**src/rtl/memory_stage.sv**
```systemverilog
// Memory stage: forwards ALU results or runs a req/ack data-memory access,
// presenting a registered one-cycle writeback pulse; aborts on misalignment or timeout.
module memory_stage #(
  parameter int unsigned TIMEOUT    = 255,
  parameter int unsigned DEST_WIDTH = 5
) (
  input  logic                  CLOCK_50,
  input  logic                  resetn,
  input  logic                  valid_in,
  input  logic [31:0]           alu_out,
  input  logic [31:0]           store_data,
  input  logic                  mem_read,
  input  logic                  mem_write,
  input  logic                  reg_write,
  input  logic [DEST_WIDTH-1:0] dest_reg,
  output logic                  stall,
  output logic                  dmem_req,
  output logic                  dmem_we,
  output logic [31:0]           dmem_addr,
  output logic [31:0]           dmem_wdata,
  input  logic [31:0]           dmem_rdata,
  input  logic                  dmem_ack,
  output logic                  wb_valid,
  output logic [31:0]           wb_data,
  output logic [DEST_WIDTH-1:0] wb_dest,
  output logic                  wb_reg_write,
  output logic                  mem_error
);

  typedef enum logic {IDLE, ACCESS} state_t;

  localparam logic [15:0] CNT_LAST = 16'(TIMEOUT - 1);

  state_t                state, state_d;
  logic [15:0]           cnt, cnt_d;
  logic                  rw_lat, rw_lat_d;
  logic [DEST_WIDTH-1:0] dest_lat, dest_lat_d;

  logic                  dmem_req_d, dmem_we_d;
  logic [31:0]           dmem_addr_d, dmem_wdata_d, wb_data_d;
  logic                  wb_valid_d, wb_reg_write_d, mem_error_d;
  logic [DEST_WIDTH-1:0] wb_dest_d;

  logic mem_op, aligned;

  assign mem_op  = mem_read | mem_write;
  assign aligned = (alu_out[1:0] == 2'b00);
  assign stall   = (state == ACCESS) | (valid_in & mem_op & aligned & (state == IDLE));

  always_comb begin
    state_d        = state;
    cnt_d          = cnt;
    rw_lat_d       = rw_lat;
    dest_lat_d     = dest_lat;
    dmem_req_d     = dmem_req;
    dmem_we_d      = dmem_we;
    dmem_addr_d    = dmem_addr;
    dmem_wdata_d   = dmem_wdata;
    wb_data_d      = wb_data;
    wb_dest_d      = wb_dest;
    wb_reg_write_d = wb_reg_write;
    wb_valid_d     = 1'b0;
    mem_error_d    = 1'b0;

    unique case (state)
      IDLE: begin
        if (valid_in) begin
          if (!mem_op) begin
            wb_valid_d     = 1'b1;
            wb_data_d      = alu_out;
            wb_dest_d      = dest_reg;
            wb_reg_write_d = reg_write;
          end else if (!aligned) begin
            wb_valid_d     = 1'b1;
            mem_error_d    = 1'b1;
            wb_data_d      = alu_out;
            wb_dest_d      = dest_reg;
            wb_reg_write_d = 1'b0;
          end else begin
            // a simultaneous read+write is issued as a store
            dmem_req_d   = 1'b1;
            dmem_we_d    = mem_write;
            dmem_addr_d  = alu_out;
            dmem_wdata_d = store_data;
            dest_lat_d   = dest_reg;
            rw_lat_d     = reg_write;
            cnt_d        = '0;
            state_d      = ACCESS;
          end
        end
      end
      ACCESS: begin
        if (dmem_ack) begin
          dmem_req_d     = 1'b0;
          wb_valid_d     = 1'b1;
          wb_dest_d      = dest_lat;
          wb_data_d      = dmem_we ? dmem_addr : dmem_rdata;
          wb_reg_write_d = dmem_we ? 1'b0 : rw_lat;
          state_d        = IDLE;
        end else if (cnt == CNT_LAST) begin
          dmem_req_d     = 1'b0;
          wb_valid_d     = 1'b1;
          mem_error_d    = 1'b1;
          wb_dest_d      = dest_lat;
          wb_data_d      = dmem_addr;
          wb_reg_write_d = 1'b0;
          state_d        = IDLE;
        end else begin
          cnt_d = cnt + 16'd1;
        end
      end
      default: state_d = IDLE;
    endcase
  end

  always_ff @(posedge CLOCK_50 or negedge resetn) begin
    if (!resetn) begin
      state        <= IDLE;
      cnt          <= '0;
      rw_lat       <= 1'b0;
      dest_lat     <= '0;
      dmem_req     <= 1'b0;
      dmem_we      <= 1'b0;
      dmem_addr    <= '0;
      dmem_wdata   <= '0;
      wb_valid     <= 1'b0;
      wb_data      <= '0;
      wb_dest      <= '0;
      wb_reg_write <= 1'b0;
      mem_error    <= 1'b0;
    end else begin
      state        <= state_d;
      cnt          <= cnt_d;
      rw_lat       <= rw_lat_d;
      dest_lat     <= dest_lat_d;
      dmem_req     <= dmem_req_d;
      dmem_we      <= dmem_we_d;
      dmem_addr    <= dmem_addr_d;
      dmem_wdata   <= dmem_wdata_d;
      wb_valid     <= wb_valid_d;
      wb_data      <= wb_data_d;
      wb_dest      <= wb_dest_d;
      wb_reg_write <= wb_reg_write_d;
      mem_error    <= mem_error_d;
    end
  end

endmodule

```
**config.mk**
```make
export PLATFORM = sky130hd
export DESIGN_NAME = memory_stage
export DESIGN_NICKNAME = d
export VERILOG_FILES = /design/src/rtl/memory_stage.sv
export SDC_FILE = /design/constraint.sdc
export NUM_CORES = 1
export LEC_CHECK = 0
export BUFFER_PORTS_ARGS = -buffer_cell sky130_fd_sc_hd__buf_2
export CAP_MARGIN = 20
export CORE_MARGIN = 4
export CORE_UTILIZATION = 54
export CTS_CLUSTER_SIZE = 24
export DETAILED_ROUTE_END_ITERATION = 16
export PLACE_DENSITY = 0.91
export REMOVE_ABC_BUFFERS = 1
export SLEW_MARGIN = 20
export SYNTH_ARGS = -nofsm -noshare
export SYNTH_HDL_FRONTEND = slang
export SYNTH_SLANG_ARGS = --single-unit
```
**constraint.sdc**
```tcl
create_clock -name CLOCK_50 -period 3.51 [get_ports CLOCK_50]
set_input_delay 0.5265 -clock CLOCK_50 [delete_from_list [all_inputs] [get_ports CLOCK_50]]
set_output_delay 0.5265 -clock CLOCK_50 [all_outputs]
set_load 0.03 [all_outputs]
```
=== Yosys cells after proc, flatten, opt, wreduce, memory -nomap -nowiden ===
Cells that the tools add are included.
W data, S select, Z words.

* Register bits after elaboration: 129
* Input bits: 108
* Output and inout bits: 107
* Word-level logic and storage cells: 80

* $add $sub $neg: 1
* Equal/unequal tests: 8
* Multiplexer cells: 47
* Bitwise gates (word level): 6
* Reduce and logical (&&, ||, !) cells: 5

{| class="wikitable"
|+ Operators with widths
! cell !! count
|-
| $mux W32 || 6
|-
| $mux W16 || 5
|-
| $pmux W32 S2 || 1
|-
| $pmux W16 S2 || 1
|-
| $mux W5 || 5
|-
| $mux W1 || 23
|-
| $add A16 B1 Y16 const B || 1
|-
| $eq A16 B8 Y1 const B || 1
|-
| $ne A2 B2 Y1 const B || 5
|-
| $pmux W1 S2 || 5
|-
| $pmux W5 S2 || 1
|-
| $reduce_and A4 Y1 || 2
|-
| $reduce_and A5 Y1 || 1
|-
| $and A1 B1 Y1 || 3
|-
| $ne A3 B2 Y1 const B || 1
|-
| $ne A3 B3 Y1 const B || 1
|-
| $reduce_and A3 Y1 || 1
|-
| $logic_not A2 Y1 || 1
|-
| $or A1 B1 Y1 || 2
|-
| $not A1 Y1 || 1
|}

=== Logic depth before layout (Yosys ltp) ===
Gate-level depths: netlist of run 1.

* Depth after elaboration: 5
* Mapped depth: 8
* Depth with buffers taken out: 6

=== Worst setup path after synthesis of run 1 ===
OpenSTA, ideal clock, no wires.

* Path type: reg-to-reg
* Start: register dmem_we
* End: register wb_data[17]
* Setup time: 0.125 ns
* Data arrival time: 1.693 ns
* Required time: 3.385 ns
* Path slack: 1.692 ns
* Stages on the path, launching flop included: 7
* Buffers on the path: 2
* Clock period less this slack: 1.818 ns
* Cell sequence: dfrtp_1 > nand2b_1 > clkbuf_1 > buf_2 > mux2i_1 > a21oi_1 > mux2_4

* Word-level cells in the longest chain between the ends: 3

{| class="wikitable"
|+ Ends and longest elaborated chain
! element !! line !! text
|-
| start, declared || 18 || <nowiki>output logic dmem_we,</nowiki>
|-
| start signal, assigned || 137 || <nowiki>dmem_we <= dmem_we_d;</nowiki>
|-
| $mux W32 || 97 || <nowiki>wb_data_d = dmem_we ? dmem_addr : dmem_rdata;</nowiki>
|-
| $mux W32 || 93 || <nowiki>if (dmem_ack) begin</nowiki>
|-
| $pmux W32 S2 || 65 || <nowiki>unique case (state)</nowiki>
|-
| end signal, assigned || 141 || <nowiki>wb_data <= wb_data_d;</nowiki>
|-
| end, declared || 24 || <nowiki>output logic [31:0] wb_data,</nowiki>
|}

No other way between the ends.
A chain may end at the register's enable or synchronous reset.

=== Final worst setup path of run 1 ===
* Start: register state
* End: register wb_data[4]

* Word-level cells in the longest chain between the ends: 3
* Elaborated cells between the ends (all ways): 6
* Those cells by class: eq/ne (3); mux (1); bitwise (1); reduce/logical (1)

{| class="wikitable"
|+ Ends and longest elaborated chain
! element !! line !! text
|-
| start, declared || 34 || <nowiki>state_t state, state_d;</nowiki>
|-
| start signal, assigned || 132 || <nowiki>state <= state_d;</nowiki>
|-
| $not A1 Y1 (no line) || n/a ||
|-
| $ne A3 B3 Y1 (no line) or $ne A2 B2 Y1 (tied branches) || n/a ||
|-
| $reduce_and A3 Y1 (no line) || n/a ||
|}

Parallel ways exist; a longest one is shown, timed or not.

==> run metrics, run 1 <==
port bufs 214; fin nets 937; Synth cell types 41; Clock Tree Root clkbuf_8; crit start category flop; Reg area 3229 um2; Non-Filler Instances 980; worst slew pin tran 0.7713 ns; hpwl dp 10470 um; setup violators final 0; worst path arrival time 2.73 ns; largest net degree at the start of global routing 74; footprint of the multi-input gates 2557 um2; Slew Limit Fails 0; CP Capture Type flop; synthesis-to-layout area growth 29.63%; final worst setup slack 1.165 ns; Worst-path clk slew 0.06 ns; CTS Buf Count 17; Gate Count Post-Synth 621; Rel. slew slack 48.24%; IR Drop Worst-Case VDD 0.3997 mV; post_cts resized 0; yosys warns 0; wire length per cell 15.32 um; row count 38; MaxCap Viol Count 0; fin crit share 66.80%; Detailed Routing Iterations Pass 1 4; Initial Util 54.96%; diode count 0; outcome complete, no violations; commonest non-fill, non-tap cell in the layout nand2_1; CP max stage delay 0.51 ns; crit path kind flop to flop; initial antenna violation count 0; Worst Skew 0.007538 ns; fillers 810; Power Dens Cells 648.6 nW/um2; CP cell instances buf_4 > nand2b_1 > o21ai_1 > a21oi_4 > buf_4 > mux2_2; Tmin final 2.345 ns; die height 113.0 um; initial DRC count 486; sum of negative setup slack 0 ns; residual DRC count 0; CTS Hold Buffers Added 0; total gr overflow 0; LEAKAGE 4.183 nW; # IOs 215; Post-Place Cells 948; Avg Cell Area, Syn 9.595 um2; FF+latch count, synth 129; Max H-tree Level 4; ANT nets after route 0; postcts setup bufs 0; drt total wl 15020 um; core area 10840 um2; vias per cell 5.257; Reg2Reg Setup Slack 1.17 ns; R2R Path End wb_data[4]$_DFFE_PN0P_; clk buf depth 2; Hold Vio Cnt, Final 0; CP required 3.89 ns; top fanout value on the critical path 46; sequential area share after synthesis 54.18%; cell area after synthesis 5958 um2; GRT Total Usage 24.15%; unrepaired setup endpoints after global routing no; fmax 426.5 MHz; FF-to-FF Start state$_DFF_PN0_; routability cong. 0.8979; pre-CTS WS 0.9625 ns; slowest CP cell buf_4; die area 12780 um2; CTS tree yes; routed vias 5152; commonest non-fill, non-tap cells in the layout nand2_1 (221), buf_2 (213), dfrtp_1 (128), nor2_1 (40), a21oi_1 (36); number of global-route vias before repair 5206; Hold Crit Class primary input to async pin; share of cells above drive strength 1 36.90%; first-pass GRT wire length 24940 um; Clock Latency Late Sink 0.50 ns; FF-to-FF path depth 6; die extent in x 113.0 um; CP dominant cell by count buf_4; CTS Sinks 129
metrics by stage:
step	power [mW]	hold WS, ns	cell area [um2]	utilization, %
CTS	5.054	0.03421	7724	71.25
global route	5.261	0.06827	7724	71.25
detailed placement	3.349	0.4578	7146	65.92
finish	5.010	0.03346	7724	71.25
global placement	3.301	0.4517	7146	65.92
floorplan	2.857	0.2309	5777	-
sequential cells by signal (all words and copies together), names as in the netlist:
| register | flops |
|---|---|
| cnt | 16 |
| dest_lat | 5 |
| dmem_addr | 32 |
| dmem_req | 1 |
| dmem_wdata | 32 |
| dmem_we | 1 |
| mem_error | 1 |
| rw_lat | 1 |
| state | 1 |
| wb_data | 32 |
| wb_dest | 5 |
| wb_reg_write | 1 |
| wb_valid | 1 |
how the worst max path moves through the flow:
stage                              from                      to  slack, ns  depth (start not counted)
floorplan               state$_DFF_PN0_     cnt[12]$_DFFE_PN0P_      -2.20                          5
global placement    cnt[14]$_DFFE_PN0P_     cnt[10]$_DFFE_PN0P_       1.06                          6
detailed placement  cnt[11]$_DFFE_PN0P_     cnt[10]$_DFFE_PN0P_       0.96                          6
CTS                 cnt[14]$_DFFE_PN0P_     cnt[10]$_DFFE_PN0P_       0.93                          6
global route            state$_DFF_PN0_  wb_dest[2]$_DFFE_PN0P_       1.06                          6
finish                  state$_DFF_PN0_  wb_data[4]$_DFFE_PN0P_       1.17                          6
synthesized netlist by cell type:
cell | instances | area [um2]
nand2_1 | 221 | 829.6
dfrtp_1 | 129 | 3228
nor2_1 | 40 | 150.1
a21oi_1 | 36 | 180.2
mux2_2 | 34 | 382.9
mux2i_1 | 32 | 320.3
clkbuf_1 | 21 | 78.83
buf_2 | 13 | 65.06
o31ai_1 | 13 | 97.59
o21ai_0 | 11 | 55.05
nand3_1 | 10 | 50.05
mux2_4 | 9 | 135.1
nand2b_1 | 5 | 31.28
and3_1 | 4 | 25.02
inv_1 | 4 | 15.01
a31oi_1 | 3 | 18.77
o22ai_1 | 3 | 18.77
and2_1 | 2 | 12.51
and4_1 | 2 | 17.52
buf_4 | 2 | 15.01
buf_6 | 2 | 22.52
ha_1 | 2 | 25.02
nand4_1 | 2 | 12.51
nor2b_1 | 2 | 12.51
nor3_1 | 2 | 10.01
nor4_2 | 2 | 25.02
a2111oi_0 | 1 | 8.760
a21o_1 | 1 | 7.510
a21oi_2 | 1 | 8.760
a2bb2oi_1 | 1 | 8.760
nand3b_1 | 1 | 7.510
nor2_2 | 1 | 6.260
nor3_2 | 1 | 10.01
o211ai_1 | 1 | 7.510
o21a_1 | 1 | 7.510
o21ai_1 | 1 | 5.000
o2bb2a_2 | 1 | 11.26
o32a_1 | 1 | 10.01
o41ai_1 | 1 | 8.760
or3_1 | 1 | 6.260
or4b_2 | 1 | 10.01
where the power goes:
part / internal (mW) / switching [mW]
Clock: 1.05 / 0.640
Combinational: 0.471 / 0.921
Sequential: 1.76 / 0.175
Total: 3.27 / 1.74
kinds of logic (layout without fill, tap and decap cells):
group,Yosys count,in the layout,share of synthesized area [%]
flip-flops,129,129,54.18
AO/OA/AOI/OAI,76,76,7.623
multiplexers,75,75,14.07
AND/OR/NAND/NOR,297,297,20.41
adder cells (fa/ha/maj),2,2,0.4199
buffers and inverters,42,261,3.297
critical path: cells and delay by family, from the launching register on:
kind                   cells  cell delay, ns
AOI/OAI and AO/OA          2            0.25
buffers and inverters      2            0.90
DFF                        1            0.36
muxes                      1            0.41
and+or+nand+nor            1            0.26
routing by layer:
metal	global-route usage, %	up-vias	wire length [um]
met3	5.294	17	1091
met4	9.054	0	224
li1	-	2481	-
met2	41.43	211	7426
met5	0	-	0
met1	30.01	2443	6274
final cells by class:
cell class                 count  area share, %
multi-input combinational    450          33.11
clock inverter                13          1.766
tap                          140          2.268
sequential                   129          41.81
timing repair buffer         225          15.13
clock buffer                  19          5.718
inverter                       4         0.1944
(Power assumes the default switching activity.)
==> run 2: changes to the inputs <==
Settings changed: CORE_UTILIZATION 54 to 45, PLACE_DENSITY 0.91 to 0.81.
Clock period 3.51 ns to 1.9 ns, I/O delays scaled along.
==> run 2 against run 1 <==
Compared with the run above: combinational power grew 91%; clock power grew 96%; sequential power grew 84%; first-iteration DRC count shrank 37%; register-to-register slack lost 1.1 ns; global-route usage shrank 3.7 points; die area grew 19%; routed wire length grew 2.8%; sequential cell count is the same; largest power group unchanged.
==> run metrics, run 2 (synthesis results as in run 1) <==
die area 15150 um2; Clock Tree Root clkbuf_16; synthesis-to-layout area growth 35.32%; total gr overflow 0; MaxCap Viol Count 0; CP Capture Type flop; Slew Limit Fails 0; crit start category flop; drt total wl 15440 um; routed vias 5129; fillers 1082; number of global-route vias before repair 5002; Tot Pwr 9.534 mW; CP cell instances nor4_2 > nand3b_1 > buf_4 > nor2_4 > a21oi_4 > buf_12 > mux2_4; commonest non-fill, non-tap cells in the layout nand2_1 (221), buf_2 (213), dfrtp_1 (128), nor2_1 (39), a21oi_1 (36); share of cells above drive strength 1 38.70%; fmax 545.9 MHz; worst slew pin tran 0.4932 ns; IR Drop Worst-Case VDD 0.6585 mV; CP max stage delay 0.39 ns; worst path arrival time 2.12 ns; hpwl dp 11060 um; Post-Place Cells 1002; Initial Util 46.65%; # IOs 215; crit path kind flop to flop; Worst-path clk slew 0.06 ns; Rel. slew slack 67.12%; row count 41; fin nets 962; largest net degree at the start of global routing 54; pre-CTS WS 0.01742 ns; wire length per cell 14.92 um; die extent in x 123.1 um; Detailed Routing Iterations Pass 1 4; port bufs 214; routability cong. 0.8633; top flop regs dmem_addr (32), dmem_wdata (32), wb_data (32); clk buf depth 2; Worst Skew 0.006622 ns; Max H-tree Level 4; ANT nets after route 0; initial antenna violation count 0; Non-Filler Instances 1035; top fanout value on the critical path 24; vias per cell 4.956; diode count 0; setup violators final 0; sum of negative setup slack 0 ns; Power Dens Cells 1183 nW/um2; LEAKAGE 4.351 nW; residual DRC count 0; Hold Vio Cnt, Final 0; commonest non-fill, non-tap cell in the layout nand2_1; final worst setup slack 0.06802 ns; Tmin final 1.832 ns; core area 12770 um2; GRT Total Usage 20.40%; fin crit share 96.42%; CTS Sinks 129; initial DRC count 305; slowest CP cell dfrtp_1; CTS tree yes; outcome complete, no violations; die height 123.1 um; Hold WS 0.06607 ns; first-pass GRT wire length 24230 um; Clock Latency Late Sink 0.41 ns; CP required 2.19 ns; CTS Buf Count 17; Hold Crit Class primary input to flop
## run 2: area by class of cell
type,count,area [um2],area share (%)
Clock buffer,21,480.5,5.959
Multi-Input combinational cell,450,2570,31.87
Inverter,4,15.01,0.1862
Sequential cell,129,3229,40.05
Tap cell,172,215.2,2.669
Timing Repair Buffer,250,1421,17.63
Clock inverter,9,131.4,1.629
## run 2: power by group
| part | total (mW) | internal [mW] | switching, mW |
|---|---|---|---|
| logic | 2.66 | 0.937 | 1.72 |
| registers | 3.55 | 3.25 | 0.308 |
| clock network | 3.32 | 2.18 | 1.14 |
## run 2: metal layers
layer	GRT usage [%]	vias up	part of all wire, %
li1	-	2531	-
met1	25.89	2398	42
met2	34.54	185	50
met3	4.529	15	7.1
met4	7.128	0	1.3
met5	0	-	0
## run 2: worst paths after layout
path | from | to | slack, ns | cells past startpoint
max reg2reg | cnt[14]$_DFFE_PN0P_ | wb_data[17]$_DFFE_PN0P_ | 0.07 | 7
max in group asynchronous | resetn | wb_data[17]$_DFFE_PN0P_ | 0.91 | 3
min | store_data[27] | dmem_wdata[27]$_DFFE_PN0P_ | 0.07 | 3
min reg2reg | dest_lat[3]$_DFFE_PN0P_ | dest_lat[3]$_DFFE_PN0P_ | 0.47 | 2
max | cnt[14]$_DFFE_PN0P_ | wb_data[17]$_DFFE_PN0P_ | 0.07 | 7
min in group asynchronous | resetn | wb_dest[2]$_DFFE_PN0P_ | 0.36 | 2
## run 2: critical path, delay by kind of cell (launching register included)
kind / cells / cell delay, ns
muxes: 1 / 0.30
and+or+nand+nor: 3 / 0.56
AOI/OAI and AO/OA: 1 / 0.09
buffers and inverters: 2 / 0.34
DFF: 1 / 0.39
## run 2: metrics by stage
stage | utilization [%] | cell area, um2
floorplan | - | 5777
global placement | 58.04 | 7413
detailed placement | 58.04 | 7413
CTS | 62.91 | 8035
global route | 63.12 | 8063
finish | 63.12 | 8063
## run 2: what timing repair did
action	in CTS	in global routing
endpoints found under the setup margin	0	27
hold buffers	1	0
setup buffers	0	2
resized for setup	0	4
endpoints found under the hold margin	30	0
